$ cat config.mk
export PLATFORM = sky130hd
export DESIGN_NAME = cam_stream_gen_flat
export DESIGN_NICKNAME = d
export VERILOG_FILES = /design/src/rtl/cam_stream_gen_if.sv /design/src/rtl/cam_stream_gen.sv /design/src/flat_wrapper.sv
export SDC_FILE = /design/constraint.sdc
export NUM_CORES = 1
export LEC_CHECK = 0
export ABC_AREA = 1
export BUFFER_PORTS_ARGS = -buffer_cell sky130_fd_sc_hd__buf_4
export CAP_MARGIN = 10
export CORE_ASPECT_RATIO = 1.4
export CORE_UTILIZATION = 40
export CTS_BUF_LIST = sky130_fd_sc_hd__clkbuf_4
export DETAILED_ROUTE_END_ITERATION = 8
export GPL_ROUTABILITY_DRIVEN = 0
export PLACE_DENSITY = 0.66
export SYNTH_ARGS = -nofsm -noshare
export SYNTH_HDL_FRONTEND = slang
export SYNTH_SLANG_ARGS = --single-unit
$ cat constraint.sdc
create_clock -name clk -period 2 [get_ports clk]
set_input_delay 0.1 -clock clk [delete_from_list [all_inputs] [get_ports clk]]
set_output_delay 0.1 -clock clk [all_outputs]
set_load 0.02 [all_outputs]
$ cat src/rtl/cam_stream_gen_if.sv
// Camera-side pixel bus (vsync/href/byte) between cam_stream_gen and cam_read.
interface cam_stream_gen_if;
    logic       CAM_vsync;
    logic       CAM_href;
    logic [7:0] CAM_px_data;

    modport master (output CAM_vsync, output CAM_href, output CAM_px_data);
    modport slave  (input  CAM_vsync, input  CAM_href, input  CAM_px_data);
endinterface

$ cat src/rtl/cam_stream_gen.sv
// OV7670-style RGB444 frame generator: vsync/href framing plus built-in test patterns.
// Stage 0 holds the frame FSM and pattern state; stage 1 registers every output.
module cam_stream_gen #(
    parameter int H_ACTIVE    = 160,
    parameter int V_ACTIVE    = 120,
    parameter int H_BLANK     = 144,
    parameter int VSYNC_LINES = 3,
    parameter int V_BACK      = 17,
    parameter int V_FRONT     = 10
) (
    input  logic             clk,
    input  logic             rst,
    input  logic             start,
    input  logic             continuous,
    input  logic [1:0]       pattern,
    input  logic [11:0]      solid_color,
    cam_stream_gen_if.master cam,
    output logic             frame_done,
    output logic             busy,
    output logic [7:0]       frame_cnt
);
    localparam int LINE_BYTES = 2 * H_ACTIVE;
    localparam int L          = LINE_BYTES + H_BLANK;
    localparam int LP_W       = $clog2(L);
    localparam int LN_W       = $clog2(V_ACTIVE + VSYNC_LINES + V_BACK + V_FRONT + 1);
    localparam int BAR_PIX    = H_ACTIVE / 8;
    localparam int SUB_W      = $clog2(BAR_PIX + 1);

    typedef enum logic [2:0] {IDLE, VSYNC, VBACK, ACTIVE, HBLANK, VFRONT} state_t;

    state_t            state_p0, state_nx;
    logic [LP_W-1:0]   lp_p0, lp_nx;
    logic [LN_W-1:0]   line_p0, line_nx;
    logic              lp_last, enter_vsync, frame_end, pix_step;
    logic              done_p0;
    logic [1:0]        pat_l;
    logic [11:0]       solid_l;
    logic [3:0]        grad_b_l, cnt_start;
    logic [2:0]        bar_idx;
    logic [SUB_W-1:0]  bar_sub;
    logic [11:0]       idx_cnt, pix;
    logic [3:0]        x_lo, y_lo;
    logic              vsync_p1, href_p1, done_p1, busy_p1;
    logic [7:0]        data_p1, frame_cnt_p1;

    function automatic logic [11:0] bar_color(input logic [2:0] bar);
        case (bar)
            3'd0:    return 12'hFFF;
            3'd1:    return 12'hFF0;
            3'd2:    return 12'h0FF;
            3'd3:    return 12'h0F0;
            3'd4:    return 12'hF0F;
            3'd5:    return 12'hF00;
            3'd6:    return 12'h00F;
            default: return 12'h000;
        endcase
    endfunction

    function automatic logic [7:0] pix_byte(input logic [11:0] p, input logic second);
        return second ? p[7:0] : {4'h0, p[11:8]};
    endfunction

    assign lp_last  = (lp_p0 == LP_W'(L - 1));
    assign pix_step = (state_p0 == ACTIVE) && lp_p0[0];
    // A new frame sees the count as it will read once any pending increment lands.
    assign cnt_start = frame_cnt_p1[3:0] + 4'(done_p0) + 4'(frame_end);

    always_comb begin
        state_nx    = state_p0;
        lp_nx       = lp_last ? '0 : lp_p0 + LP_W'(1);
        line_nx     = line_p0;
        enter_vsync = 1'b0;
        frame_end   = 1'b0;
        unique case (state_p0)
            IDLE: begin
                lp_nx   = '0;
                line_nx = '0;
                if (start || continuous) begin
                    state_nx    = VSYNC;
                    enter_vsync = 1'b1;
                end
            end
            VSYNC: if (lp_last) begin
                if (line_p0 == LN_W'(VSYNC_LINES - 1)) begin
                    state_nx = VBACK;
                    line_nx  = '0;
                end else line_nx = line_p0 + LN_W'(1);
            end
            VBACK: if (lp_last) begin
                if (line_p0 == LN_W'(V_BACK - 1)) begin
                    state_nx = ACTIVE;
                    line_nx  = '0;
                end else line_nx = line_p0 + LN_W'(1);
            end
            ACTIVE: if (lp_p0 == LP_W'(LINE_BYTES - 1)) state_nx = HBLANK;
            HBLANK: if (lp_last) begin
                if (line_p0 == LN_W'(V_ACTIVE - 1)) begin
                    state_nx = VFRONT;
                    line_nx  = '0;
                end else begin
                    state_nx = ACTIVE;
                    line_nx  = line_p0 + LN_W'(1);
                end
            end
            VFRONT: if (lp_last) begin
                if (line_p0 == LN_W'(V_FRONT - 1)) begin
                    frame_end = 1'b1;
                    line_nx   = '0;
                    if (continuous) begin
                        state_nx    = VSYNC;
                        enter_vsync = 1'b1;
                    end else state_nx = IDLE;
                end else line_nx = line_p0 + LN_W'(1);
            end
            default: state_nx = IDLE;
        endcase
    end

    // stage 0: frame FSM, line timing and pattern state
    always_ff @(posedge clk) begin
        if (!rst) begin
            state_p0 <= IDLE;
            lp_p0    <= '0;
            line_p0  <= '0;
            done_p0  <= 1'b0;
            pat_l    <= '0;
            solid_l  <= '0;
            grad_b_l <= '0;
            bar_idx  <= '0;
            bar_sub  <= '0;
            idx_cnt  <= '0;
        end else begin
            state_p0 <= state_nx;
            lp_p0    <= lp_nx;
            line_p0  <= line_nx;
            done_p0  <= frame_end;
            if (enter_vsync) begin
                pat_l    <= pattern;
                solid_l  <= solid_color;
                grad_b_l <= cnt_start;
            end
            if (state_p0 != ACTIVE) begin
                bar_idx <= '0;
                bar_sub <= '0;
            end else if (pix_step) begin
                if (bar_sub == SUB_W'(BAR_PIX - 1)) begin
                    bar_sub <= '0;
                    bar_idx <= bar_idx + 3'd1;
                end else bar_sub <= bar_sub + SUB_W'(1);
            end
            if (enter_vsync)   idx_cnt <= '0;
            else if (pix_step) idx_cnt <= idx_cnt + 12'd1;
        end
    end

    assign x_lo = 4'(lp_p0 >> 1);
    assign y_lo = 4'(line_p0);

    always_comb begin
        case (pat_l)
            2'd0:    pix = solid_l;
            2'd1:    pix = bar_color(bar_idx);
            2'd2:    pix = {x_lo, y_lo, grad_b_l};
            default: pix = idx_cnt;
        endcase
    end

    // stage 1: registered camera bus and status
    always_ff @(posedge clk) begin
        if (!rst) begin
            vsync_p1     <= 1'b0;
            href_p1      <= 1'b0;
            data_p1      <= 8'h00;
            done_p1      <= 1'b0;
            busy_p1      <= 1'b0;
            frame_cnt_p1 <= 8'h00;
        end else begin
            vsync_p1     <= (state_p0 == VSYNC);
            href_p1      <= (state_p0 == ACTIVE);
            data_p1      <= (state_p0 == ACTIVE) ? pix_byte(pix, lp_p0[0]) : 8'h00;
            done_p1      <= done_p0;
            busy_p1      <= (state_p0 != IDLE);
            frame_cnt_p1 <= frame_cnt_p1 + 8'(done_p0);
        end
    end

    assign cam.CAM_vsync   = vsync_p1;
    assign cam.CAM_href    = href_p1;
    assign cam.CAM_px_data = data_p1;
    assign frame_done      = done_p1;
    assign busy            = busy_p1;
    assign frame_cnt       = frame_cnt_p1;
endmodule

$ cat src/flat_wrapper.sv
// flat-port wrapper written by rule: the top's interface ports become plain ports
module cam_stream_gen_flat 
#(
    parameter int H_ACTIVE    = 160,
    parameter int V_ACTIVE    = 120,
    parameter int H_BLANK     = 144,
    parameter int VSYNC_LINES = 3,
    parameter int V_BACK      = 17,
    parameter int V_FRONT     = 10
)
  (clk, rst, start, continuous, pattern, solid_color, frame_done, busy, frame_cnt, cam_CAM_vsync, cam_CAM_href, cam_CAM_px_data);
  cam_stream_gen_if cam_i ();
  input  logic clk;
  input  logic rst;
  input  logic start;
  input  logic continuous;
  input  logic [1:0] pattern;
  input  logic [11:0] solid_color;
  output logic frame_done;
  output logic busy;
  output logic [7:0] frame_cnt;
  output wire logic [$bits(cam_i.CAM_vsync)-1:0] cam_CAM_vsync;
  output wire logic [$bits(cam_i.CAM_href)-1:0] cam_CAM_href;
  output wire logic [$bits(cam_i.CAM_px_data)-1:0] cam_CAM_px_data;
  assign cam_CAM_vsync = cam_i.CAM_vsync;
  assign cam_CAM_href = cam_i.CAM_href;
  assign cam_CAM_px_data = cam_i.CAM_px_data;
  cam_stream_gen #(.H_ACTIVE(H_ACTIVE), .V_ACTIVE(V_ACTIVE), .H_BLANK(H_BLANK), .VSYNC_LINES(VSYNC_LINES), .V_BACK(V_BACK), .V_FRONT(V_FRONT)) u_core (.clk(clk), .rst(rst), .start(start), .continuous(continuous), .pattern(pattern), .solid_color(solid_color), .cam(cam_i), .frame_done(frame_done), .busy(busy), .frame_cnt(frame_cnt));
endmodule
==> metrics.csv <==
stage,metric,value,unit
global_routing,gr ovfl total,0,
timing,Achievable Freq,548,MHz
timing,"Slew Viols, Final",0,
power,worst vdd ir,0.000570,V
global_routing,met1 usage,20.3,%
timing,fin crit period,1.82,ns
cells_and_area,Final nets,624,
hold_path,min-delay worst type,in -> reg,
clocking,clock root cell,clkbuf_4,
floorplanning,DIE HEIGHT,117,um
clocking,H-tree Lvls,3,
clocking,Clock transition at path regs,0.13,ns
logic_synthesis,post-synthesis async set-or-reset flop share,0,%
logic_synthesis,post-synth cell types,38,
logic_synthesis,sequential share of the synthesized area,41.5,%
setup_path,CP Class,reg -> reg,
cells_and_area,antenna cells,0,
cells_and_area,final cell count without fillers,702,
floorplanning,Placement Rows,41,
clocking,CTS Buf Count,9,
clocking,maximum number of buffers from clock root to sink,2,
setup_path,R2R cell count,10,
route,DRC Markers,4,
power,pwr dens,889,nW/um^2
clocking,CTS sink count,79,
placement,DP Wirelength,6820,um
route,final wirelength,9060,um
setup_path,startpoint types,flip-flop,
setup_path,Stages on worst setup path,10,
setup_path,Reg-to-Reg End,u_core.grad_b_l[2],
route,post-route ant nets,0,
setup_path,Crit. End Element,flip-flop,
route,vias,3541,
route,DRT Pass-1 Iters,6,
power,leakage,1.93,nW
global_routing,GR Util met3,4.14,%
power,Seq pwr share,45.7,%
logic_synthesis,ys flop type,dfxtp_1,
setup_path,CP startpoint,u_core.line_p0[1],
job,max cap viols,0,
setup_path,WP buf/inv,2,
logic_synthesis,Yosys warnings,0,
logic_synthesis,Mapped Nets,558,
cells_and_area,Layout Area Growth over Synthesis,20.2,%
cells_and_area,"Core Util, Final",50.1,%
global_routing,initial antenna violation count,0,
global_routing,vias in the first global route,3429,
setup_path,r2r setup slk,0.18,ns
timing,Tcrit/Tclk final,91.2,%
logic_synthesis,post-synthesis register bit count,79,
logic_synthesis,Avg Inst Size Synth,7.27,um^2
cells_and_area,most frequent cells in the layout,"nand2_1, dfxtp_1, nor2_1",
route,via/cell ratio,5.04,
timing,count of final hold-check violations,0,
run_status,failing checks,design-rule violations,
clocking,worst-skew pair later-pin latency,0.45,ns
placement,dpl cells,670,
timing,worst-margin pin slew,0.568,ns
timing,Final setup viols,0,
power,combinational fraction of design power,30.7,%
floorplanning,core area,9130,um^2
setup_path,largest delay contributor family on the critical path,adder cells,
power,Net Switching,0.00152,W
cells_and_area,"most common cell after layout, fill and taps aside",nand2_1,
cells_and_area,layout cells sized above 1,15.5,%
timing,Clock Skew,0.0173,ns
floorplanning,Die Area,9920,um^2
power,internal power,0.00255,W
global_routing,largest net degree at the start of global routing,23,
run_status,status,"finished, violations left",
global_routing,met2 Resource Use GR,35.5,%
logic_synthesis,post-synth top area cell,dfxtp_1,
setup_path,Worst Path Max Fanout,4,
floorplanning,total I/O pin count,38,
setup_path,critical path's slowest cell,dfxtp_1,
timing,Slew HR,61.7,%
setup_path,worst r2r src,u_core.line_p0[1],
clocking,TritonCTS clock tree,yes,
setup_path,slowest cell delay on critical path,0.36,ns
power,Clk pwr share,23.6,%
global_routing,Tot GR Track Use,19.3,%
setup_path,worst-path cell chain,inv_1 -> ha_1 -> nand3_1 -> nor2_2 -> nand3_2 -> fa_2 -> inv_1 -> ha_1 -> xnor2_1 -> a21oi_1,
logic_synthesis,area share of the largest cell type after synthesis,41.5,%
setup_path,critical path required time,2.34,ns
logic_synthesis,Post-Synthesis Cells,524,
global_routing,GR peak layer,met2,
setup_path,CP endpoint,u_core.grad_b_l[2],
logic_synthesis,Post-synth EDFFs,0,
logic_synthesis,Synth area leaders,"dfxtp_1, nand2_1, nor2_1, inv_1, a21oi_1",
power,Sw Share,37.4,%
route,initial drt markers,129,
logic_synthesis,netlist area before placement,3810,um^2
floorplanning,initial core utilization,41.7,%
global_routing,first-pass GRT wire length,15200,um
floorplanning,Die X,84.5,um
placement,Buffers on Ports,37,
setup_path,worst path arrival time,2.17,ns
route,WL/cell,12.9,um
## power by group through the flow
stage | registers (W) | clock network, W | logic [W]
after CTS | 0.00185 | 0.000997 | 0.00124
after global placement | 0.00188 | 0 | 0.00119
final | 0.00186 | 0.000962 | 0.00125
after global routing | 0.00188 | 0.00106 | 0.00141
after detailed placement | 0.00188 | 0 | 0.00122
after floorplan | 0.00188 | 0 | 0.000900
## Yosys cell counts (4+ instances only)
| cell type | instances |
|---|---|
| inv_1 | 64 |
| o21ai_0 | 15 |
| buf_4 | 4 |
| ha_1 | 15 |
| a21oi_1 | 47 |
| dfxtp_1 | 79 |
| o2111ai_1 | 4 |
| nand2_1 | 118 |
| nor2_1 | 71 |
| xor2_1 | 14 |
| nand3_1 | 24 |
| nand4_1 | 12 |
| a21oi_2 | 4 |
| nor3_1 | 6 |
## through the flow
step | total power [W] | setup slack, ns | area [um^2] | TNS (ns) | hold WS [ns]
6_report | 0.00407 | 0.175 | 4580 | 0 | 0.204
5_1_grt | 0.00435 | -0.00935 | 4580 | -0.00935 | 0.222
4_1_cts | 0.00409 | 0.0247 | 4540 | 0 | 0.179
3_5_place_dp | 0.00310 | 0.0566 | 4250 | 0 | 0.375
3_3_place_gp | 0.00307 | 0.109 | 4250 | 0 | 0.374
2_1_floorplan | 0.00278 | 0.0379 | 3810 | 0 | 0.238
## what timing repair did
item                       in CTS  in global routing
setup endpoints to repair       0                  6
hold buffers                   15                  0
buffers inserted                0                  1
hold endpoints to repair       26                  0
resized for setup               0                 10
## kinds of logic (layout without fill, tap and decap cells)
family | after synthesis | count (layout) | share of synthesized area (%)
buffers and inverters | 76 | 147 | 7.98
xor gates and xnor gates | 16 | 16 | 3.68
DFF | 79 | 79 | 41.5
AOI/OAI and AO/OA | 89 | 89 | 13.6
adders and majority gates | 16 | 16 | 5.45
and+or+nand+nor | 248 | 248 | 27.8
## worst min-delay path, delay by kind of cell
| kind | cells | cell delay [ns] |
|---|---|---|
| AO/OA/AOI/OAI | 2 | 0.22 |
| buffers and inverters | 1 | 0.09 |
| AND/OR/NAND/NOR | 2 | 0.21 |
## state kept, by name (all words and copies together), names as in the netlist
register and count:
u_core.bar_idx 3, u_core.bar_sub 5, u_core.busy 1, u_core.cam.CAM_href 1, u_core.cam.CAM_px_data 8, u_core.cam.CAM_vsync 1
u_core.done_p0 1, u_core.frame_cnt 8, u_core.frame_done 1, u_core.grad_b_l 4, u_core.idx_cnt 12, u_core.line_p0 8
u_core.lp_p0 9, u_core.pat_l 2, u_core.solid_l 12, u_core.state_p0 3
## worst min-delay path by stage
stage / start / end / slack, ns / depth (start not counted)
finish: start / u_core.solid_l[0] / 0.20 / 5
global route: continuous / u_core.state_p0[0] / 0.22 / 6
CTS: start / u_core.solid_l[1] / 0.18 / 5
detailed placement: solid_color[2] / u_core.solid_l[2] / 0.38 / 3
global placement: solid_color[8] / u_core.solid_l[8] / 0.37 / 3
floorplan: rst / u_core.grad_b_l[3] / 0.24 / 2
## layer usage
| metal | vias up | share of wire (%) | wire length, um |
|---|---|---|---|
| met1 | 1631 | 41 | 3730 |
| met3 | 22 | 3.5 | 315 |
| met4 | 0 | 3.4 | 305 |
| met2 | 60 | 52 | 4720 |
| met5 | - | 0 | 0 |
| li1 | 1828 | - | - |
## cell type report
class | instances | area, um^2
inverter | 68 | 258
tap | 107 | 134
clock inverter | 7 | 72.6
sequential | 79 | 1580
clock buffer | 9 | 67.6
timing repair buffer | 63 | 510
multi-input combinational | 369 | 1950
fill | 888 | 4550
Power figures use the tool's default switching activity.
